$ cat src/rtl/controle_multiciclo_if.sv
// Control bus between the multicycle MIPS control FSM and its datapath.
// The controller reads the instruction fields and drives every enable/select.
interface controle_multiciclo_if;
    logic [5:0] OPcode;
    logic [5:0] funct;
    logic       EscreveMem;
    logic       EscrevePC;
    logic       EscrevePCCond;
    logic [1:0] OrigPC;
    logic       RegDst;
    logic       EscreveReg;
    logic [1:0] MemparaReg;
    logic       IouD;
    logic       EscreveIR;
    logic       EscreveMDR;
    logic       EscreveAluOut;
    logic       OrigAALU;
    logic [1:0] OrigBALU;
    logic [2:0] OpALU;
    logic       InstInvalida;
    logic [5:0] State;

    // Controller side: samples IR fields, drives the control word.
    modport master (
        input  OPcode, funct,
        output EscreveMem, EscrevePC, EscrevePCCond, OrigPC, RegDst,
               EscreveReg, MemparaReg, IouD, EscreveIR, EscreveMDR,
               EscreveAluOut, OrigAALU, OrigBALU, OpALU, InstInvalida, State
    );

    // Datapath side: supplies IR fields, consumes the control word.
    modport slave (
        output OPcode, funct,
        input  EscreveMem, EscrevePC, EscrevePCCond, OrigPC, RegDst,
               EscreveReg, MemparaReg, IouD, EscreveIR, EscreveMDR,
               EscreveAluOut, OrigAALU, OrigBALU, OpALU, InstInvalida, State
    );
endinterface

$ cat src/rtl/controle_multiciclo.sv
// Moore control FSM for the multicycle MIPS datapath.
// The control word is registered together with the state, so every output is
// a pure function of the state register and glitch-free.
module controle_multiciclo (
    input  logic                    clock,
    input  logic                    reset,
    controle_multiciclo_if.master   bus
);

    typedef enum logic [5:0] {
        S_RESET    = 6'd0,
        FETCH      = 6'd1,
        FETCH_WAIT = 6'd2,
        DECODE     = 6'd3,
        MEM_ADDR   = 6'd4,
        LW_READ    = 6'd5,
        LW_WAIT    = 6'd6,
        LW_WB      = 6'd7,
        SW_WRITE   = 6'd8,
        R_EXEC     = 6'd9,
        R_WB       = 6'd10,
        BEQ        = 6'd11,
        JUMP       = 6'd12,
        ADDI_EXEC  = 6'd13,
        ADDI_WB    = 6'd14,
        INVALID    = 6'd15
    } state_t;

    typedef struct packed {
        logic       escreve_mem;
        logic       escreve_pc;
        logic       escreve_pc_cond;
        logic [1:0] orig_pc;
        logic       reg_dst;
        logic       escreve_reg;
        logic [1:0] mem_para_reg;
        logic       iou_d;
        logic       escreve_ir;
        logic       escreve_mdr;
        logic       escreve_alu_out;
        logic       orig_a_alu;
        logic [1:0] orig_b_alu;
        logic [2:0] op_alu;
        logic       inst_invalida;
    } ctrl_t;

    localparam logic [5:0] OP_RTYPE = 6'h00;
    localparam logic [5:0] OP_J     = 6'h02;
    localparam logic [5:0] OP_BEQ   = 6'h04;
    localparam logic [5:0] OP_ADDI  = 6'h08;
    localparam logic [5:0] OP_LW    = 6'h23;
    localparam logic [5:0] OP_SW    = 6'h2B;

    state_t state;
    ctrl_t  ctrl;

    // R-type functs the datapath ALU implements: add, sub, and, or, slt.
    function automatic logic funct_ok(input logic [5:0] fn);
        return (fn == 6'h20) || (fn == 6'h22) || (fn == 6'h24) ||
               (fn == 6'h25) || (fn == 6'h2A);
    endfunction

    // Transition function; IR fields only matter in DECODE and MEM_ADDR.
    function automatic state_t next_state(input state_t s,
                                          input logic [5:0] op,
                                          input logic [5:0] fn);
        state_t n;
        n = S_RESET;
        case (s)
            S_RESET:    n = FETCH;
            FETCH:      n = FETCH_WAIT;
            FETCH_WAIT: n = DECODE;
            DECODE: begin
                case (op)
                    OP_RTYPE: begin
                        if (fn == 6'h00)      n = FETCH;
                        else if (funct_ok(fn)) n = R_EXEC;
                        else                  n = INVALID;
                    end
                    OP_LW, OP_SW: n = MEM_ADDR;
                    OP_BEQ:       n = BEQ;
                    OP_J:         n = JUMP;
                    OP_ADDI:      n = ADDI_EXEC;
                    default:      n = INVALID;
                endcase
            end
            MEM_ADDR:   n = (op == OP_LW) ? LW_READ : SW_WRITE;
            LW_READ:    n = LW_WAIT;
            LW_WAIT:    n = LW_WB;
            LW_WB:      n = FETCH;
            SW_WRITE:   n = FETCH;
            R_EXEC:     n = R_WB;
            R_WB:       n = FETCH;
            BEQ:        n = FETCH;
            JUMP:       n = FETCH;
            ADDI_EXEC:  n = ADDI_WB;
            ADDI_WB:    n = FETCH;
            INVALID:    n = INVALID;
            default:    n = S_RESET;   // codes 16-63 recover via reset state
        endcase
        return n;
    endfunction

    // Control word asserted while sitting in state s.
    function automatic ctrl_t decode_outputs(input state_t s);
        ctrl_t c;
        // NOTE: zero the whole word first so every state only lists what it
        // asserts and no path leaves a field unassigned.
        c = '0;
        case (s)
            FETCH: begin
                c.orig_b_alu = 2'b01;
                c.escreve_pc = 1'b1;
            end
            FETCH_WAIT: c.escreve_ir = 1'b1;
            DECODE: begin
                c.orig_b_alu      = 2'b11;
                c.escreve_alu_out = 1'b1;
            end
            MEM_ADDR: begin
                c.orig_a_alu      = 1'b1;
                c.orig_b_alu      = 2'b10;
                c.escreve_alu_out = 1'b1;
            end
            LW_READ: c.iou_d = 1'b1;
            LW_WAIT: begin
                c.iou_d       = 1'b1;
                c.escreve_mdr = 1'b1;
            end
            LW_WB: begin
                c.mem_para_reg = 2'b01;
                c.escreve_reg  = 1'b1;
            end
            SW_WRITE: begin
                c.iou_d       = 1'b1;
                c.escreve_mem = 1'b1;
            end
            R_EXEC: begin
                c.orig_a_alu      = 1'b1;
                c.op_alu          = 3'b010;
                c.escreve_alu_out = 1'b1;
            end
            R_WB: begin
                c.reg_dst     = 1'b1;
                c.escreve_reg = 1'b1;
            end
            BEQ: begin
                c.orig_a_alu      = 1'b1;
                c.op_alu          = 3'b001;
                c.orig_pc         = 2'b01;
                c.escreve_pc_cond = 1'b1;
            end
            JUMP: begin
                c.orig_pc    = 2'b10;
                c.escreve_pc = 1'b1;
            end
            ADDI_EXEC: begin
                c.orig_a_alu      = 1'b1;
                c.orig_b_alu      = 2'b10;
                c.escreve_alu_out = 1'b1;
            end
            ADDI_WB: c.escreve_reg = 1'b1;
            INVALID: c.inst_invalida = 1'b1;
            default: c = '0;
        endcase
        return c;
    endfunction

    // State and registered control word advance together; reset clears both
    // immediately so an in-flight write enable drops without waiting for clock.
    always_ff @(posedge clock or posedge reset) begin
        if (reset) begin
            state <= S_RESET;
            ctrl  <= '0;
        end else begin
            // NOTE: non-blocking so state and ctrl both see the old state value.
            state <= next_state(state, bus.OPcode, bus.funct);
            ctrl  <= decode_outputs(next_state(state, bus.OPcode, bus.funct));
        end
    end

    assign bus.EscreveMem    = ctrl.escreve_mem;
    assign bus.EscrevePC     = ctrl.escreve_pc;
    assign bus.EscrevePCCond = ctrl.escreve_pc_cond;
    assign bus.OrigPC        = ctrl.orig_pc;
    assign bus.RegDst        = ctrl.reg_dst;
    assign bus.EscreveReg    = ctrl.escreve_reg;
    assign bus.MemparaReg    = ctrl.mem_para_reg;
    assign bus.IouD          = ctrl.iou_d;
    assign bus.EscreveIR     = ctrl.escreve_ir;
    assign bus.EscreveMDR    = ctrl.escreve_mdr;
    assign bus.EscreveAluOut = ctrl.escreve_alu_out;
    assign bus.OrigAALU      = ctrl.orig_a_alu;
    assign bus.OrigBALU      = ctrl.orig_b_alu;
    assign bus.OpALU         = ctrl.op_alu;
    assign bus.InstInvalida  = ctrl.inst_invalida;
    assign bus.State         = state;

endmodule

$ cat src/flat_wrapper.sv
// flat-port wrapper written by rule: the top's interface ports become plain ports
module controle_multiciclo_flat 
  (clock, reset, bus_OPcode, bus_funct, bus_EscreveMem, bus_EscrevePC, bus_EscrevePCCond, bus_OrigPC, bus_RegDst, bus_EscreveReg, bus_MemparaReg, bus_IouD, bus_EscreveIR, bus_EscreveMDR, bus_EscreveAluOut, bus_OrigAALU, bus_OrigBALU, bus_OpALU, bus_InstInvalida, bus_State);
  controle_multiciclo_if bus_i ();
  input  logic clock;
  input  logic reset;
  input wire logic [$bits(bus_i.OPcode)-1:0] bus_OPcode;
  input wire logic [$bits(bus_i.funct)-1:0] bus_funct;
  output wire logic [$bits(bus_i.EscreveMem)-1:0] bus_EscreveMem;
  output wire logic [$bits(bus_i.EscrevePC)-1:0] bus_EscrevePC;
  output wire logic [$bits(bus_i.EscrevePCCond)-1:0] bus_EscrevePCCond;
  output wire logic [$bits(bus_i.OrigPC)-1:0] bus_OrigPC;
  output wire logic [$bits(bus_i.RegDst)-1:0] bus_RegDst;
  output wire logic [$bits(bus_i.EscreveReg)-1:0] bus_EscreveReg;
  output wire logic [$bits(bus_i.MemparaReg)-1:0] bus_MemparaReg;
  output wire logic [$bits(bus_i.IouD)-1:0] bus_IouD;
  output wire logic [$bits(bus_i.EscreveIR)-1:0] bus_EscreveIR;
  output wire logic [$bits(bus_i.EscreveMDR)-1:0] bus_EscreveMDR;
  output wire logic [$bits(bus_i.EscreveAluOut)-1:0] bus_EscreveAluOut;
  output wire logic [$bits(bus_i.OrigAALU)-1:0] bus_OrigAALU;
  output wire logic [$bits(bus_i.OrigBALU)-1:0] bus_OrigBALU;
  output wire logic [$bits(bus_i.OpALU)-1:0] bus_OpALU;
  output wire logic [$bits(bus_i.InstInvalida)-1:0] bus_InstInvalida;
  output wire logic [$bits(bus_i.State)-1:0] bus_State;
  assign bus_i.OPcode = bus_OPcode;
  assign bus_i.funct = bus_funct;
  assign bus_EscreveMem = bus_i.EscreveMem;
  assign bus_EscrevePC = bus_i.EscrevePC;
  assign bus_EscrevePCCond = bus_i.EscrevePCCond;
  assign bus_OrigPC = bus_i.OrigPC;
  assign bus_RegDst = bus_i.RegDst;
  assign bus_EscreveReg = bus_i.EscreveReg;
  assign bus_MemparaReg = bus_i.MemparaReg;
  assign bus_IouD = bus_i.IouD;
  assign bus_EscreveIR = bus_i.EscreveIR;
  assign bus_EscreveMDR = bus_i.EscreveMDR;
  assign bus_EscreveAluOut = bus_i.EscreveAluOut;
  assign bus_OrigAALU = bus_i.OrigAALU;
  assign bus_OrigBALU = bus_i.OrigBALU;
  assign bus_OpALU = bus_i.OpALU;
  assign bus_InstInvalida = bus_i.InstInvalida;
  assign bus_State = bus_i.State;
  controle_multiciclo u_core (.clock(clock), .reset(reset), .bus(bus_i));
endmodule
$ cat config.mk
export PLATFORM = sky130hd
export DESIGN_NAME = controle_multiciclo_flat
export DESIGN_NICKNAME = d
export VERILOG_FILES = /design/src/rtl/controle_multiciclo_if.sv /design/src/rtl/controle_multiciclo.sv /design/src/flat_wrapper.sv
export SDC_FILE = /design/constraint.sdc
export NUM_CORES = 1
export LEC_CHECK = 0
export ABC_CLOCK_PERIOD_IN_PS = 2400
export CAP_MARGIN = 20
export CORE_MARGIN = 2
export CORE_UTILIZATION = 25
export CTS_CLUSTER_SIZE = 14
export DETAILED_ROUTE_END_ITERATION = 8
export GPL_ROUTABILITY_DRIVEN = 0
export GPL_TIMING_DRIVEN = 0
export PLACE_DENSITY = 0.57
export SETUP_SLACK_MARGIN = 0.3
export SYNTH_ARGS = -nofsm -noshare
export SYNTH_HDL_FRONTEND = slang
export SYNTH_SLANG_ARGS = --single-unit
$ cat constraint.sdc
create_clock -name clock -period 2.4 [get_ports clock]
set_input_delay 0.36 -clock clock [delete_from_list [all_inputs] [get_ports clock]]
set_output_delay 0.36 -clock clock [all_outputs]
set_load 0.005 [all_outputs]
# After elaboration in Yosys (flattened, before gate mapping)

Index checks and enable logic that the tools add are counted.

Equal/unequal tests: 40
Muxes and demuxes: 20
Reductions and logical operators: 15

Operators by type and width:

| cell                                                             | number |
|---|---|
| 6-bit by 4-bit == test with 1-bit output (second input constant) | 17 |
| 6-bit one-hot mux with 10 select lines                           | 1 |
| 6-bit by 3-bit == test with 1-bit output (second input constant) | 9 |
| 6-bit == test (second input constant)                            | 7 |
| 6-bit by 2-bit == test with 1-bit output (second input constant) | 5 |
| 6-bit one-hot mux with 5 select lines                            | 1 |
| 6-bit zero test                                                  | 3 |
| 6-bit by 1-bit == test with 1-bit output (second input constant) | 2 |
| 1-bit 2-to-1 mux                                                 | 12 |
| 2-bit one-hot mux with 2 select lines                            | 2 |
| 4-bit OR reduction                                               | 2 |
| 7-bit OR reduction                                               | 1 |
| 6-bit 2-to-1 mux                                                 | 1 |
| 2-bit one-hot mux with 3 select lines                            | 1 |
| 2-bit OR reduction                                               | 3 |
| 3-bit OR reduction                                               | 2 |
| 1-bit logical OR                                                 | 4 |
| 4-bit 2-to-1 mux                                                 | 1 |
| 3-bit 2-to-1 mux                                                 | 1 |

Register bits after elaboration: 24
Bits of input ports: 14
Word-level logic and storage cells: 91

# Depth between registers and ports, before layout

Gate-level depths: netlist of the first run.

Depth after elaboration: 12
Gate-level depth with buffers: 9
Gate-level depth less buffers: 7

# Worst setup path after synthesis of the first run

OpenSTA, ideal clock, no wires.

Kind: input to register
Start: input bus_funct[0]
End: register u_core.ctrl, in the netlist u_core.bus.EscrevePC
Library setup time: 0.073 ns
Arrival time: 1.768 ns
Data required time: 2.327 ns
Setup slack: 0.559 ns
Stages: 7
Path buffers: 0
Path through: or2_4 a2111oi_4 nor4_2 nor3_4 inv_2 or3_4 a21oi_2

Word-level cells in the longest chain between the ends: 12

Ends and longest elaborated chain:

| item                                                                                                        | RTL line                   | text |
|---|---|---|
| from (decl)                                                                                                 | flat_wrapper.sv:8          | `input wire logic [$bits(bus_i.funct)-1:0] bus_funct;` |
| 6-bit == test                                                                                               | controle_multiciclo.sv:59  | `return (fn == 6'h20) \|\| (fn == 6'h22) \|\| (fn == 6'h24) \|\|` |
| 1-bit logical OR (3 in a row)                                                                               | controle_multiciclo.sv:59  |  |
| 1-bit logical OR                                                                                            | controle_multiciclo.sv:60  | `(fn == 6'h25) \|\| (fn == 6'h2A);` |
| 3-bit 2-to-1 mux                                                                                            | controle_multiciclo.sv:77  | `else if (funct_ok(fn)) n = R_EXEC;` |
| 6-bit 2-to-1 mux (*)                                                                                        | controle_multiciclo.sv:76  | `if (fn == 6'h00) n = FETCH;` |
| 6-bit one-hot mux with 5 select lines (*)                                                                   | controle_multiciclo.sv:74  | `case (op)` |
| 6-bit one-hot mux with 10 select lines (*)                                                                  | controle_multiciclo.sv:69  | `case (s)` |
| 6-bit by 4-bit == test with 1-bit output / 6-bit by 1-bit == test with 1-bit output (equally long branches) | controle_multiciclo.sv:110 | `case (s)` |
| 2-bit OR reduction (no source line) (*)                                                                     | -                          |  |
| 1-bit 2-to-1 mux (*)                                                                                        | controle_multiciclo.sv:110 |  |
| to (signal assigned)                                                                                        | controle_multiciclo.sv:178 | `ctrl <= decode_outputs(next_state(state, bus.OPcode, bus.funct));` |
| to (decl)                                                                                                   | controle_multiciclo.sv:55  | `ctrl_t ctrl;` |

Every way passes the cells marked *; elsewhere a longest branch is shown, timed or not.

# Worst setup path after layout of the first run

Start: input bus_OPcode[4]
End: register u_core.ctrl, in the netlist u_core.bus.OrigAALU

Word-level cells in the longest chain between the ends: 7

Ends and longest elaborated chain:

| item                                                                                                        | RTL line                                             | text |
|---|---|---|
| from (decl)                                                                                                 | flat_wrapper.sv:7                                    | `input wire logic [$bits(bus_i.OPcode)-1:0] bus_OPcode;` |
| 6-bit == test, on equally long branches                                                                     | controle_multiciclo.sv:74, controle_multiciclo.sv:87 |  |
| 2-bit OR reduction                                                                                          | controle_multiciclo.sv:74                            |  |
| 6-bit one-hot mux with 5 select lines                                                                       | controle_multiciclo.sv:74                            |  |
| 6-bit one-hot mux with 10 select lines (*)                                                                  | controle_multiciclo.sv:69                            |  |
| 6-bit by 3-bit == test with 1-bit output / 6-bit by 4-bit == test with 1-bit output (equally long branches) | controle_multiciclo.sv:110                           |  |
| 4-bit OR reduction (no source line) (*)                                                                     | -                                                    |  |
| 1-bit 2-to-1 mux (*)                                                                                        | controle_multiciclo.sv:110                           |  |

Marked as above.

==> qor.yml, run 1 <==
clocking:
  clock_insertion_delay_worst_skew_ns: 0.25
  numClockSinks: 21
  cts-buffers-inserted: 3
  clockBufferDepth: 2
  clk_pin_slew_worst_paths_ns: 0.08
  cts_root_buffer: "sky130_fd_sc_hd__clkbuf_8"
  tritoncts_clock_tree: "done"
  cts-htree-levels: 1
critical_path:
  crit_path_start: "bus_OPcode[4]"
  crit_slowest_cell: "sky130_fd_sc_hd__clkdlybuf4s50_1"
  timing.critical_path.from_type: "input port"
  critical_path_class: "input port to flip-flop"
  crit_family: "compound AO/OA/AOI/OAI gates"
  worstReg2RegStart: "u_core.bus.State[3]"
  slowest_delay_ns: 0.53
  arrival_ns: 2.19
  worstPathRequired_ns: 2.58
  critical_path.max_fanout: 4
  critical_path.cell_chain: "clkdlybuf4s50_1 -> nor3_2 -> and2_4 -> o31a_1 -> o211ai_4 -> mux2_2 -> o21ai_1"
  timing.critical_path.buf_inv: 1
  worstSetupEndpointType: "flip-flop"
drt:
  ant_nets: 0
  detail_route.wirelength_um: 2570
  drt-initial-drc-count: 20
  mean_routed_wirelength_per_cell_um: 12.9
  route.vias.total: 912
  post_route_drc_violation_count: 0
  detail_route.vias_per_cell: 4.56
  detailed_routing_iterations_pass_1: 4
global_routing:
  global_route_total_overflow: 0
  grt_first_pass_wirelength_um: 4280
  first_global_vias: 924
  grt_antenna_before_repair: 0
  grt_util_all_layers_pct: 10.7
  grt_max_degree: 22
yosys:
  synthArstFlopShare_pct: 100
  synth_adder_area_share_pct: 0
  synth_simple_gate_area_share_pct: 24.8
  synth_edf_count: 0
  main_combinational_cell_family_by_area_after_synthesis: "simple AND/OR/NAND/NOR gates"
  ys_seq_elements: 21
  post_synth_num_cell_types: 42
  synth_compound_area_share_pct: 15.4
  synth.yosys.warnings: 0
  synth.mux.area_fraction_pct: 1.04
  synth-xor-area-share_pct: 1.62
  postSynthCellCount: 105
  syn-mean-instance-area_sq_um: 10.3
  post_synth_instance_area_sq_um: 1080
  dominantRegCellSynth: "sky130_fd_sc_hd__dfrtp_1"
  synth_sequential_area_ratio_pct: 48.5
floorplanning:
  placementRows: 23
  floorplan.core_area_sq_um: 4090
  die_height_um: 69.8
  ios: 40
  initial_utilization_pct: 26.5
  floorplan.die.width_um: 69.8
  floorplan.die_area_sq_um: 4880
timing:
  number_of_max_slew_violations_in_the_final_report: 0
  fmax_ghz: 0.496
  worst_slew_pin_slew_ns: 0.769
  period_share_pct: 84.1
  finalClockSkew_ns: 0.00568
  minimum_clock_period_ns: 2.02
  report.final.setup_viol: 0
  grt_setup_unrepaired: "false"
  worst_slew_margin_rel_pct: 48.7
  final_hold_viol_count: 0
cells_and_area:
  area_delta_synth_final_pct: 50.6
  antennaDiodeCount: 0
  finish.cell_count_without_fillers: 200
  drive_above_1_share_pct: 22.7
  filler_cell_count: 418
  layout.nets: 165
  storage_element_area_sq_um: 526
  multiInputGateArea_sq_um: 526
run_status:
  run_status: "finished, final reports clean"
placed_design:
  io_port_bufs: 35
  placedCellCount: 193
  dp.final_hpwl_um: 1900
worst_hold_path:
  min_path_type: "input port to asynchronous set/reset pin"
power_and_ir_drop:
  total_power_consumption_of_the_routed_design_uw: 2010
  power_density_nw_per_um2: 1230
  power.leakage_uw: 0.000712
  vdd_ir_drop_max_uv: 654
run:
  max_cap_violations: 0
==> power by group <==
part	internal, uW	switching (uW)	total, uW
Combinational	655	578	1230
Clock	118	107	225
Sequential	491	57.3	548
==> layout by cell type, fill, tap and decap left out, types with 4 or more instances in the layout <==
master	n
sky130_fd_sc_hd__clkdlybuf4s50_1	28
sky130_fd_sc_hd__dfrtp_1	21
sky130_fd_sc_hd__buf_4	9
sky130_fd_sc_hd__nor2_1	8
sky130_fd_sc_hd__inv_1	5
sky130_fd_sc_hd__nand2_1	4
sky130_fd_sc_hd__nor3_1	4
sky130_fd_sc_hd__nand3_1	4
sky130_fd_sc_hd__conb_1	4
sky130_fd_sc_hd__dlygate4sd2_1	4
==> cells in the mapped netlist, types with 2 or more instances <==
library cell | count | area, sq um
sky130_fd_sc_hd__dfrtp_1 | 21 | 526
sky130_fd_sc_hd__nor2_1 | 8 | 30.0
sky130_fd_sc_hd__buf_4 | 6 | 45.0
sky130_fd_sc_hd__inv_1 | 5 | 18.8
sky130_fd_sc_hd__nor3_1 | 5 | 25.0
sky130_fd_sc_hd__nand2_1 | 4 | 15.0
sky130_fd_sc_hd__nand3_1 | 4 | 20.0
sky130_fd_sc_hd__nor4_1 | 4 | 25.0
sky130_fd_sc_hd__buf_2 | 3 | 15.0
sky130_fd_sc_hd__o21ai_0 | 3 | 15.0
sky130_fd_sc_hd__a21o_1 | 2 | 15.0
sky130_fd_sc_hd__a21oi_2 | 2 | 17.5
sky130_fd_sc_hd__and3_1 | 2 | 12.5
sky130_fd_sc_hd__clkbuf_1 | 2 | 7.51
sky130_fd_sc_hd__nand2b_1 | 2 | 12.5
sky130_fd_sc_hd__nor2b_1 | 2 | 12.5
sky130_fd_sc_hd__nor3b_1 | 2 | 15.0
sky130_fd_sc_hd__o21bai_1 | 2 | 15.0
sky130_fd_sc_hd__o31ai_1 | 2 | 15.0
sky130_fd_sc_hd__xnor2_1 | 2 | 17.5
==> area by class of cell <==
cell class                 instances  share of cell area [%]
clock buffer                       4                    2.76
inverter                           6                    1.38
sequential                        21                    32.2
multi-input combinational         70                    32.2
tap                               50                    3.83
buffer                            11                    4.60
timing repair buffer              38                    23.0
==> metal layers <==
layer | track usage (%) | routed length (um) | vias to the layer above
met5 | 0 | 0 | -
met4 | 2.78 | 21 | 0
met3 | 1.89 | 86 | 2
met2 | 19.3 | 1270 | 24
met1 | 13.2 | 1190 | 436
li1 | - | - | 450
==> through the flow <==
stage          hold WS, ns  setup TNS (ns)  utilization, %  setup slack, ns  cell area (sq um)
6_report             0.541               0            39.9            0.383               1630
3_3_place_gp         0.652          -0.141            36.9          -0.0713               1510
3_5_place_dp         0.650          -0.283            36.9           -0.126               1510
2_1_floorplan        0.337               0               -            0.559               1090
5_1_grt              0.634               0            39.9            0.305               1630
4_1_cts              0.560               0            39.3            0.273               1600
==> cell families (layout without fill, tap and decap cells) <==
kind of cell	count (synthesis)	count (layout)
DFF	21	21
buffers and inverters	17	59
xor gates and xnor gates	2	2
AOI/OAI and AO/OA	19	19
other	1	4
muxes	1	1
and+or+nand+nor	44	44
==> what timing repair did <==
action	CTS	global route
setup endpoints to repair	10	10
hold buffers	0	0
buffers inserted	3	0
cloned	0	0
gates resized for setup	12	8
pin swaps	6	1
==> state kept, by name (all words and copies together), names as in the netlist <==
signal and count:
u_core.bus.EscreveAluOut 1, u_core.bus.EscreveIR 1, u_core.bus.EscreveMDR 1, u_core.bus.EscreveMem 1, u_core.bus.EscrevePC 1, u_core.bus.EscreveReg 1
u_core.bus.InstInvalida 1, u_core.bus.IouD 1, u_core.bus.MemparaReg 1, u_core.bus.OpALU 2, u_core.bus.OrigAALU 1, u_core.bus.OrigBALU 2
u_core.bus.OrigPC 2, u_core.bus.RegDst 1, u_core.bus.State 4
==> final timing paths <==
| path | end | depth (start not counted) | slack, ns |
|---|---|---|---|
| min | u_core.bus.EscreveReg | 2 | 0.54 |
| max | u_core.bus.OrigAALU | 7 | 0.38 |
| min reg2reg | u_core.bus.EscreveIR | 2 | 0.69 |
| max reg2reg | u_core.bus.OrigAALU | 6 | 0.46 |
| min in group clock | u_core.bus.State[2] | 4 | 0.65 |
| max in group asynchronous | u_core.bus.EscrevePC | 2 | 1.38 |
Power figures use the tool's default switching activity.
==> run 2, diff against run 1 <==
--- a/config.mk
+++ b/config.mk
@@ -5,7 +5,7 @@
 export SDC_FILE = /design/constraint.sdc
 export NUM_CORES = 1
 export LEC_CHECK = 0
-export ABC_CLOCK_PERIOD_IN_PS = 2400
+export ABC_CLOCK_PERIOD_IN_PS = 1800
 export CAP_MARGIN = 20
 export CORE_MARGIN = 2
 export CORE_UTILIZATION = 25
@@ -13,7 +13,7 @@
 export DETAILED_ROUTE_END_ITERATION = 8
 export GPL_ROUTABILITY_DRIVEN = 0
 export GPL_TIMING_DRIVEN = 0
-export PLACE_DENSITY = 0.57
+export PLACE_DENSITY = 0.59
 export SETUP_SLACK_MARGIN = 0.3
 export SYNTH_ARGS = -nofsm -noshare
 export SYNTH_HDL_FRONTEND = slang
==> constraint.sdc (replaced) <==
create_clock -name clock -period 1.8 [get_ports clock]
set_input_delay 0.27 -clock clock [delete_from_list [all_inputs] [get_ports clock]]
set_output_delay 0.27 -clock clock [all_outputs]
set_load 0.005 [all_outputs]
==> qor.yml, run 2 (synthesized netlist as in run 1, its figures left out) <==
clocking:
  clock_insertion_delay_worst_skew_ns: 0.26
  cts-htree-levels: 1
  cts_root_buffer: "sky130_fd_sc_hd__clkbuf_8"
  tritoncts_clock_tree: "done"
  clockBufferDepth: 2
  clk_pin_slew_worst_paths_ns: 0.07
  cts-buffers-inserted: 3
  numClockSinks: 21
drt:
  detail_route.wirelength_um: 2870
  ant_nets: 0
  route.vias.total: 1018
  detail_route.vias_per_cell: 4.67
  detailed_routing_iterations_pass_1: 4
  mean_routed_wirelength_per_cell_um: 13.2
  drt-initial-drc-count: 46
  post_route_drc_violation_count: 0
floorplanning:
  ios: 40
  initial_utilization_pct: 26.5
  floorplan.die.width_um: 69.8
  floorplan.die_area_sq_um: 4880
  floorplan.core_area_sq_um: 4090
  die_height_um: 69.8
  placementRows: 23
timing:
  final_hold_viol_count: 0
  number_of_max_slew_violations_in_the_final_report: 0
  final.setup.worst_slack_ns: -0.00359
  worst_slew_margin_rel_pct: 50.0
  report.final.setup_viol: 1
  grt_setup_unrepaired: "true"
  minimum_clock_period_ns: 1.80
  setup_tns_ns: -0.00359
  holdWs_ns: 0.443
  worst_slew_pin_slew_ns: 0.749
  finalClockSkew_ns: 0.00390
  fmax_ghz: 0.554
  period_share_pct: 100
global_routing:
  grt_first_pass_wirelength_um: 5070
  grt_max_degree: 22
  grt_antenna_before_repair: 0
  first_global_vias: 1064
  global_route_total_overflow: 0
  grt_util_all_layers_pct: 13.0
power_and_ir_drop:
  total_power_consumption_of_the_routed_design_uw: 3400
  power_frac_comb_pct: 70.0
  pwr-share-seq_pct: 21.3
  power.leakage_uw: 0.000869
  clkPwrFrac_pct: 8.7
  power_report.internal_total_uw: 2130
  power.net_switching_uw: 1270
  switching_share_pct: 37.3
  power_density_nw_per_um2: 1760
  vdd_ir_drop_max_uv: 605
cells_and_area:
  drive_above_1_share_pct: 44.6
  post-route-util_pct: 47.3
  most_frequent_standard_cell_in_the_layout_excluding_fill_and_tap_cells: "sky130_fd_sc_hd__buf_4"
  area_delta_synth_final_pct: 78.3
  largest_register_ffs: 4
  layout.cells.most_common_list: "22 x sky130_fd_sc_hd__buf_4, 20 x sky130_fd_sc_hd__dfrtp_1, 19 x sky130_fd_sc_hd__clkdlybuf4s50_1, 11 x sky130_fd_sc_hd__dlygate4sd2_1"
  layout.nets: 183
  antennaDiodeCount: 0
worst_hold_path:
  min_path_type: "input port to asynchronous set/reset pin"
critical_path:
  timing.critical_path.from_type: "flip-flop"
  slowest_delay_ns: 0.40
  crit_family: "simple AND/OR/NAND/NOR gates"
  worstSetupEndpointType: "flip-flop"
  critical_path.cell_chain: "buf_6 -> buf_6 -> nand2b_4 -> and3_4 -> nor3_4 -> inv_2 -> or3_4 -> a21oi_2"
  arrival_ns: 2.00
  timing.critical_path.buf_inv: 3
  worstPathRequired_ns: 1.99
  crit_path_frequent_cell: "sky130_fd_sc_hd__buf_6"
  critical_path.max_fanout: 4
  critical_path_class: "flip-flop to flip-flop"
  crit_slowest_cell: "sky130_fd_sc_hd__or3_4"
run:
  max_cap_violations: 0
placed_design:
  pre_cts_ws_ns: -0.550
  dp.final_hpwl_um: 1930
  io_port_bufs: 35
run_status:
  run_status: "finished, violations left"
  failed_checks: "setup timing"
[run 2: cell types whose count changed in the layout (fill, tap and decap cells not counted), moves of 3 or more]
cell / delta
sky130_fd_sc_hd__clkdlybuf4s50_1: -9
sky130_fd_sc_hd__dlygate4sd2_1: +7
sky130_fd_sc_hd__nand3_1: -3
sky130_fd_sc_hd__buf_6: +7
sky130_fd_sc_hd__buf_4: +13
[run 2: per-layer routing]
| layer | up-vias | GRT usage [%] | routed length [um] |
|---|---|---|---|
| met5 | - | 0 | 0 |
| met4 | 0 | 4.91 | 62 |
| met3 | 7 | 3.05 | 134 |
| met2 | 29 | 24.3 | 1620 |
| met1 | 490 | 13.9 | 1050 |
| li1 | 492 | - | - |
[run 2: power groups by stage]
stage               registers (uW)  clock network, uW  logic, uW
floorplan                      764                  0        986
global placement               749                  0       1570
detailed placement             756                  0       1590
CTS                            719                306       2150
global route                   745                329       2550
finish                         723                296       2380
[run 2: area by class of cell]
| class | count | area, sq um |
|---|---|---|
| buffer | 11 | 100 |
| clock buffer | 3 | 41.3 |
| clock inverter | 1 | 5.00 |
| fill | 365 | 2150 |
| inverter | 6 | 22.5 |
| multi-input combinational | 70 | 654 |
| sequential | 21 | 527 |
| tap | 50 | 62.6 |
| timing repair buffer | 56 | 519 |
[run 2: timing repair]
item / 4_1_cts / 5_1_grt
gates resized for setup: 53 / 11
pin swaps: 21 / 6
setup endpoints to repair: 16 / 15
buffers inserted: 15 / 5
gates cloned: 1 / 0
hold buffers: 0 / 0
[run 2: worst paths after layout]
path	startpoint	endpoint	slack, ns	depth (start not counted)
setup / recovery	u_core.bus.State[3]	u_core.bus.EscrevePC	-0.004	8
max in group asynchronous	reset	u_core.bus.State[2]	0.84	2
setup reg to reg	u_core.bus.State[3]	u_core.bus.EscrevePC	-0.004	8
min in group clock	bus_funct[0]	u_core.bus.State[3]	0.62	5
hold / removal	reset	u_core.bus.OpALU[0]	0.44	2
hold reg to reg	u_core.bus.State[1]	u_core.bus.IouD	0.64	2
[run 2: stage by stage]
stage          instance area [sq um]  instances
2_1_floorplan                   1140        108
6_report                        1930        218
5_1_grt                         1930        218
3_3_place_gp                    1550        193
4_1_cts                         1830        213
3_5_place_dp                    1550        193
